`config.mk`:
```
export PLATFORM = sky130hd
export DESIGN_NAME = midi_note_stack
export DESIGN_NICKNAME = d
export VERILOG_FILES = /design/src/rtl/midi_note_stack.sv
export SDC_FILE = /design/constraint.sdc
export NUM_CORES = 1
export LEC_CHECK = 0
export CAP_MARGIN = 30
export CORE_AREA = 5 5 138 140
export CTS_BUF_LIST = sky130_fd_sc_hd__clkbuf_16
export CTS_CLUSTER_DIAMETER = 100
export CTS_CLUSTER_SIZE = 20
export DETAILED_ROUTE_END_ITERATION = 8
export DIE_AREA = 0 0 143 145
export HOLD_SLACK_MARGIN = 0.02
export PLACE_DENSITY = 0.45
export REMOVE_ABC_BUFFERS = 1
export SLEW_MARGIN = 0
export SYNTH_ARGS = -nofsm -noshare
export SYNTH_HDL_FRONTEND = slang
export SYNTH_SLANG_ARGS = --single-unit
export TNS_END_PERCENT = 50
```
`constraint.sdc`:
```
create_clock -name CLK -period 8.18 [get_ports CLK]
set_input_delay 1.636 -clock CLK [delete_from_list [all_inputs] [get_ports CLK]]
set_output_delay 1.636 -clock CLK [all_outputs]
set_load 0.02 [all_outputs]
```
`src/rtl/midi_note_stack.sv`:
```
// midi_note_stack: last-note-priority mono note stack with per-note velocity.
// Stage 1 registers and decodes a received MIDI message; stage 2 updates the stack
// and the registered synth/display outputs.
// Build option: define NOTE_STACK_OMNI_EN to accept messages on all 16 channels.

// Hex digit to active-low 7-segment pattern (bit 7 = decimal point, kept off).
module LEDDecoder (
    input  logic [3:0] digit,
    input  logic       enable,
    output logic [7:0] n_seg_c
);

    // Segment lookup; blank when disabled
    always_comb begin
        n_seg_c = 8'hFF;
        if (enable) begin
            case (digit)
                4'h0: n_seg_c = 8'hC0;
                4'h1: n_seg_c = 8'hF9;
                4'h2: n_seg_c = 8'hA4;
                4'h3: n_seg_c = 8'hB0;
                4'h4: n_seg_c = 8'h99;
                4'h5: n_seg_c = 8'h92;
                4'h6: n_seg_c = 8'h82;
                4'h7: n_seg_c = 8'hF8;
                4'h8: n_seg_c = 8'h80;
                4'h9: n_seg_c = 8'h90;
                4'hA: n_seg_c = 8'h88;
                4'hB: n_seg_c = 8'h83;
                4'hC: n_seg_c = 8'hC6;
                4'hD: n_seg_c = 8'hA1;
                4'hE: n_seg_c = 8'h86;
                default: n_seg_c = 8'h8E;
            endcase
        end
    end

endmodule

module midi_note_stack #(
    parameter int unsigned VOICES  = 4,
    parameter int unsigned CHANNEL = 0
) (
    input  logic                         CLK,
    input  logic                         nRST,
    input  logic [7:0]                   MIDI_STATUS,
    input  logic [7:0]                   MIDI_DATA1,
    input  logic [7:0]                   MIDI_DATA2,
    input  logic                         MIDI_MSG_RDY,
    output logic [6:0]                   NOTE,
    output logic [6:0]                   VELOCITY,
    output logic                         GATE,
    output logic                         RETRIG,
    output logic [$clog2(VOICES+1)-1:0]  COUNT,
    output logic [7:0]                   nHEX0,
    output logic [7:0]                   nHEX1
);

    localparam int unsigned CW = $clog2(VOICES + 1);

    localparam logic [1:0] K_NONE = 2'd0;
    localparam logic [1:0] K_ON   = 2'd1;
    localparam logic [1:0] K_OFF  = 2'd2;
    localparam logic [1:0] K_CLR  = 2'd3;

    logic          chan_ok_c;
    logic [1:0]    kind_c;
    logic [1:0]    s1_kind;
    logic [6:0]    s1_note;
    logic [6:0]    s1_vel;

    logic [6:0]    stk_note [VOICES];
    logic [6:0]    stk_vel  [VOICES];
    logic [6:0]    note_n   [VOICES];
    logic [6:0]    vel_n    [VOICES];
    logic [CW-1:0] count_n;
    logic          hit_c;
    int            hit_idx_c;
    logic          gate_n;
    logic [6:0]    top_note_n;
    logic [6:0]    top_vel_n;
    logic          retrig_n;
    logic [7:0]    hex0_c;
    logic [7:0]    hex1_c;

    // Message filter and classification
    always_comb begin
        kind_c = K_NONE;
`ifdef NOTE_STACK_OMNI_EN
        chan_ok_c = 1'b1;
`else
        chan_ok_c = (MIDI_STATUS[3:0] == 4'(CHANNEL));
`endif
        if (MIDI_MSG_RDY && chan_ok_c && !MIDI_DATA1[7] && !MIDI_DATA2[7]) begin
            case (MIDI_STATUS[7:4])
                4'h9: kind_c = (MIDI_DATA2 != 8'h00) ? K_ON : K_OFF;
                4'h8: kind_c = K_OFF;
                4'hB: if (MIDI_DATA1 == 8'h7B || MIDI_DATA1 == 8'h78) kind_c = K_CLR;
                default: kind_c = K_NONE;
            endcase
        end
    end

    // Stage 1: capture decoded message
    always_ff @(posedge CLK or negedge nRST) begin
        if (!nRST) begin
            s1_kind <= K_NONE;
            s1_note <= '0;
            s1_vel  <= '0;
        end else begin
            s1_kind <= kind_c;
            s1_note <= MIDI_DATA1[6:0];
            s1_vel  <= MIDI_DATA2[6:0];
        end
    end

    // Stage 2 next-state: stack edit, count, top-of-stack and retrigger
    always_comb begin
        note_n    = stk_note;
        vel_n     = stk_vel;
        count_n   = COUNT;
        hit_c     = 1'b0;
        hit_idx_c = 0;
        for (int i = 0; i < VOICES; i++) begin
            if (!hit_c && CW'(i) < COUNT && stk_note[i] == s1_note) begin
                hit_c     = 1'b1;
                hit_idx_c = i;
            end
        end
        case (s1_kind)
            K_ON: begin
                // Push to top; an existing copy is pulled out, else the oldest falls off
                note_n[0] = s1_note;
                vel_n[0]  = s1_vel;
                for (int i = 1; i < VOICES; i++) begin
                    if (!hit_c || i <= hit_idx_c) begin
                        note_n[i] = stk_note[i-1];
                        vel_n[i]  = stk_vel[i-1];
                    end
                end
                if (!hit_c && COUNT != CW'(VOICES)) count_n = COUNT + CW'(1);
            end
            K_OFF: begin
                // Close the gap left by the released note
                if (hit_c) begin
                    for (int i = 0; i < VOICES - 1; i++) begin
                        if (i >= hit_idx_c) begin
                            note_n[i] = stk_note[i+1];
                            vel_n[i]  = stk_vel[i+1];
                        end
                    end
                    note_n[VOICES-1] = '0;
                    vel_n[VOICES-1]  = '0;
                    count_n          = COUNT - CW'(1);
                end
            end
            K_CLR: begin
                for (int i = 0; i < VOICES; i++) begin
                    note_n[i] = '0;
                    vel_n[i]  = '0;
                end
                count_n = '0;
            end
            default: ;
        endcase
        gate_n     = (count_n != '0);
        top_note_n = gate_n ? note_n[0] : 7'd0;
        top_vel_n  = gate_n ? vel_n[0]  : 7'd0;
        retrig_n   = (s1_kind != K_NONE) && gate_n && (!GATE || top_note_n != NOTE);
    end

    LEDDecoder u_hex0 (
        .digit   (top_note_n[3:0]),
        .enable  (gate_n),
        .n_seg_c (hex0_c)
    );

    LEDDecoder u_hex1 (
        .digit   ({1'b0, top_note_n[6:4]}),
        .enable  (gate_n),
        .n_seg_c (hex1_c)
    );

    // Stage 2 registers: stack contents and all outputs
    always_ff @(posedge CLK or negedge nRST) begin
        if (!nRST) begin
            for (int i = 0; i < VOICES; i++) begin
                stk_note[i] <= '0;
                stk_vel[i]  <= '0;
            end
            COUNT    <= '0;
            NOTE     <= '0;
            VELOCITY <= '0;
            GATE     <= 1'b0;
            RETRIG   <= 1'b0;
            nHEX0    <= 8'hFF;
            nHEX1    <= 8'hFF;
        end else begin
            stk_note <= note_n;
            stk_vel  <= vel_n;
            COUNT    <= count_n;
            NOTE     <= top_note_n;
            VELOCITY <= top_vel_n;
            GATE     <= gate_n;
            RETRIG   <= retrig_n;
            nHEX0    <= hex0_c;
            nHEX1    <= hex1_c;
        end
    end

endmodule

```
==> load_flow_metrics.sql <==
INSERT INTO impl_metrics (metric_group, metric, value, unit) VALUES
('floorplan', 'row_count', '49', ''),
('setup_path', 'worstSetupEndpointType', 'flip-flop', ''),
('layout', 'ant_diodes', '0', ''),
('yosys', 'netlist-cell-type-count', '63', ''),
('yosys', 'number_of_synthesized_flops_with_an_enable_pin', '0', ''),
('setup_path', 'critical_path.slowest_cell', 'sky130_fd_sc_hd__nor3_2', ''),
('cts', 'cts_resized', '0', ''),
('setup_path', 'crit_startpoint', 's1_kind[1]', ''),
('cts', 'clock-root-buffer', 'sky130_fd_sc_hd__clkbuf_16', ''),
('setup_path', 'timing.critical_path.slowest_cell_delay', '0.94', 'ns'),
('setup_path', 'timing.rr.start', 's1_kind[1]', ''),
('timing', 'final.setup_skew', '0.01164', 'ns'),
('power_and_ir_drop', 'power.density_cell_area', '162.5', 'nW/um2'),
('min_path', 'instance_count_along_the_most_critical_hold_path', '2', ''),
('layout', 'layout.nets', '613', ''),
('yosys', 'dominantRegCellSynth', 'sky130_fd_sc_hd__dfrtp_1', ''),
('setup_path', 'criticalPathCategory', 'flip-flop to flip-flop', ''),
('place', 'hpwlAfterDp', '9567', 'um'),
('layout', 'design_area', '6242', 'um2'),
('floorplan', 'floorplan.initialDensity', '29.21', '%'),
('setup_path', 'cell_with_the_most_instances_on_the_worst_path', 'sky130_fd_sc_hd__clkinv_1', ''),
('detailed_routing', 'first_iter_violations', '357', ''),
('cts', 'htreeDepth', '3', ''),
('timing', 'timing.setup.tns', '0', 'ns'),
('floorplan', 'fp.dieArea', '20740', 'um2'),
('layout', 'areaGrowthSynthToFinish', '20.59', '%'),
('detailed_routing', 'dr.pass1.iters', '5', ''),
('place', 'gpl.final_weighted_congestion', '0.8083', ''),
('yosys', 'netlist_area_pre_place', '5176', 'um2'),
('job', 'cap_violations', '0', ''),
('setup_path', 'logic_depth_of_the_worst_setup_path_including_buffers', '9', ''),
('floorplan', 'die-width', '143', 'um'),
('timing', 'grt_setup_unrepaired', 'no', ''),
('timing', 'setup_viol_count_final', '0', ''),
('detailed_routing', 'num_vias', '4016', ''),
('place', 'place.port_buffers', '59', ''),
('setup_path', 'critical_path_buf_inv_count', '2', ''),
('timing', 'period_minus_slack', '4.988', 'ns'),
('run_status', 'run_status', 'completed', ''),
('detailed_routing', 'drc_errors', '0', ''),
('setup_path', 'crit_path_max_fanout', '18', ''),
('global_route', 'track_usage', '13.74', '%'),
('yosys', 'netlist.area_leader.share', '43.99', '%'),
('global_route', 'number_of_antenna_violations_at_the_first_check_in_global_routing', '0', ''),
('global_route', 'grt_max_degree', '55', ''),
('global_route', 'vias_in_the_first_global_route', '4090', ''),
('setup_path', 'rr_worst_depth', '9', ''),
('cts', 'postCtsHoldBufs', '0', ''),
('global_route', 'globalRoute.totalOverflow', '0', ''),
('timing', 'slew_headroom', '24.22', '%'),
('detailed_routing', 'antenna_violating_nets_post_route', '0', ''),
('min_path', 'hp_start', 'stk_vel[5]', ''),
('setup_path', 'crit_required', '8.39', 'ns'),
('power_and_ir_drop', 'vdd_drop_max', '0.00009066', 'V'),
('power_and_ir_drop', 'totalPowerFinal', '1014', 'uW'),
('setup_path', 'cp-start-kind', 'flip-flop', ''),
('yosys', 'syn_inst', '531', ''),
('floorplan', 'core_area', '17720', 'um2'),
('timing', 'peak_clock_frequency_supported_by_timing', '200.5', 'MHz'),
('min_path', 'hold_path_class', 'flip-flop to flip-flop', ''),
('setup_path', 'crit_chain', 'clkinv_1, nor3_2, mux2_2, a22oi_1, clkinv_1, nor2_1, a21oi_1, o32ai_1, a31oi_1', ''),
('yosys', 'synthesis.area_per_instance', '9.748', 'um2'),
('cts', 'worst_skew_pair.late_latency', '0.36', 'ns'),
('detailed_routing', 'detail_route.vias_per_cell', '4.983', ''),
('timing', 'tightestPinTransition', '1.137', 'ns'),
('timing', 'slew_violations', '0', ''),
('cts', 'postCtsSetupRepairBufs', '0', ''),
('yosys', 'synth_seq_area_share', '51.10', '%'),
('timing', 'fin_hold_ws', '0.5472', 'ns'),
('timing', 'finalHoldViolations', '0', ''),
('setup_path', 'crit_family', 'compound AO/OA/AOI/OAI gates', '');
-- placed cells by master (no fill, tap or decap), drive strengths merged, types with 4 or more instances in the layout --
cell	instances
a211oi	4
a21oi	23
a22oi	24
a31oi	17
and2	8
buf	7
clkbuf	9
clkdlybuf4s50	58
clkinv	5
dfrtp	91
dfstp	14
ha	14
inv	25
mux2i	12
nand2	66
nand3	32
nand4	4
nor2	43
nor3	10
nor4	6
o21ai	22
o22ai	8
xnor2	15
xor2	19
-- cell usage after synthesis, drive strengths merged, types with 4 or more instances --
library cell  count
dfstp            14
nor4              6
dfrtp            91
a22oi            24
a211oi            4
buf              14
a21oi            23
mux2i            12
nor2             43
xnor2            15
ha               14
and2              8
inv              21
clkbuf           22
nand3            32
xor2             19
o21ai            22
a31oi            17
o22ai             8
nand4             4
nor3             10
nand2            66
-- cells by family after synthesis --
group,share of synthesized area (%)
AND/OR/NAND/NOR,16.97
other,0.07245
AO/OA/AOI/OAI,15.23
XOR/XNOR,5.753
multiplexers,2.538
adder cells (fa/ha/maj),3.384
flip-flops,51.10
buffers and inverters,4.955
-- worst register-to-register path: stages, from the launching register on --
cell and delay [ns]:
sky130_fd_sc_hd__dfrtp_1 0.88, sky130_fd_sc_hd__clkinv_1 0.53, sky130_fd_sc_hd__nor3_2 0.94, sky130_fd_sc_hd__mux2_2 0.42
sky130_fd_sc_hd__a22oi_1 0.85, sky130_fd_sc_hd__clkinv_1 0.59, sky130_fd_sc_hd__nor2_1 0.21, sky130_fd_sc_hd__a21oi_1 0.07
sky130_fd_sc_hd__o32ai_1 0.23, sky130_fd_sc_hd__a31oi_1 0.14
-- where the power goes --
| part | leakage, uW | switching [uW] | internal (uW) |
|---|---|---|---|
| combinational | 0.00108 | 21.1 | 18.9 |
| sequential | 0.00133 | 6.21 | 524 |
| clock | 0.000154 | 203 | 241 |
-- stage by stage --
| stage | cells | setup slack, ns | utilization [%] |
|---|---|---|---|
| global route | 806 | 2.877 | 35.23 |
| detailed placement | 790 | 3.229 | 33.53 |
| global placement | 790 | 3.228 | 33.53 |
| floorplan | 496 | 3.384 | - |
| CTS | 806 | 3.221 | 35.23 |
| finish | 806 | 3.192 | 35.23 |
-- final timing paths --
kind / endpoint / slack [ns]
setup / recovery: RETRIG / 3.19
hold / removal: stk_vel[5] / 0.55
setup reg to reg: RETRIG / 3.19
hold reg to reg: stk_vel[5] / 0.55
max in group asynchronous: stk_note[1] / 5.73
min in group asynchronous: s1_vel[5] / 1.29
-- flip-flops by register name (all words and copies together), names as in the netlist, 2 cells and up --
register / count
s1_vel: 7
s1_kind: 2
nHEX1: 7
stk_vel: 28
nHEX0: 7
VELOCITY: 7
stk_note: 28
NOTE: 7
s1_note: 7
COUNT: 3
-- per-layer routing --
layer  track usage, %  vias to the layer above  wire (um)
met3            2.929                        6        550
met5                0                        -          0
li1                 -                     1934          -
met2            21.03                       97       6464
met1            19.61                     1979       6564
met4            3.945                        0        156
-- area by class of cell --
| type | instances | area, um2 |
|---|---|---|
| Timing Repair Buffer | 65 | 633.1 |
| Sequential cell | 105 | 2645 |
| Multi-Input combinational cell | 367 | 2286 |
| Fill cell | 1748 | 11480 |
| Tap cell | 229 | 286.5 |
| Clock inverter | 7 | 76.32 |
| Inverter | 24 | 90.09 |
| Clock buffer | 9 | 225.2 |
Power figures use the tool's default switching activity.
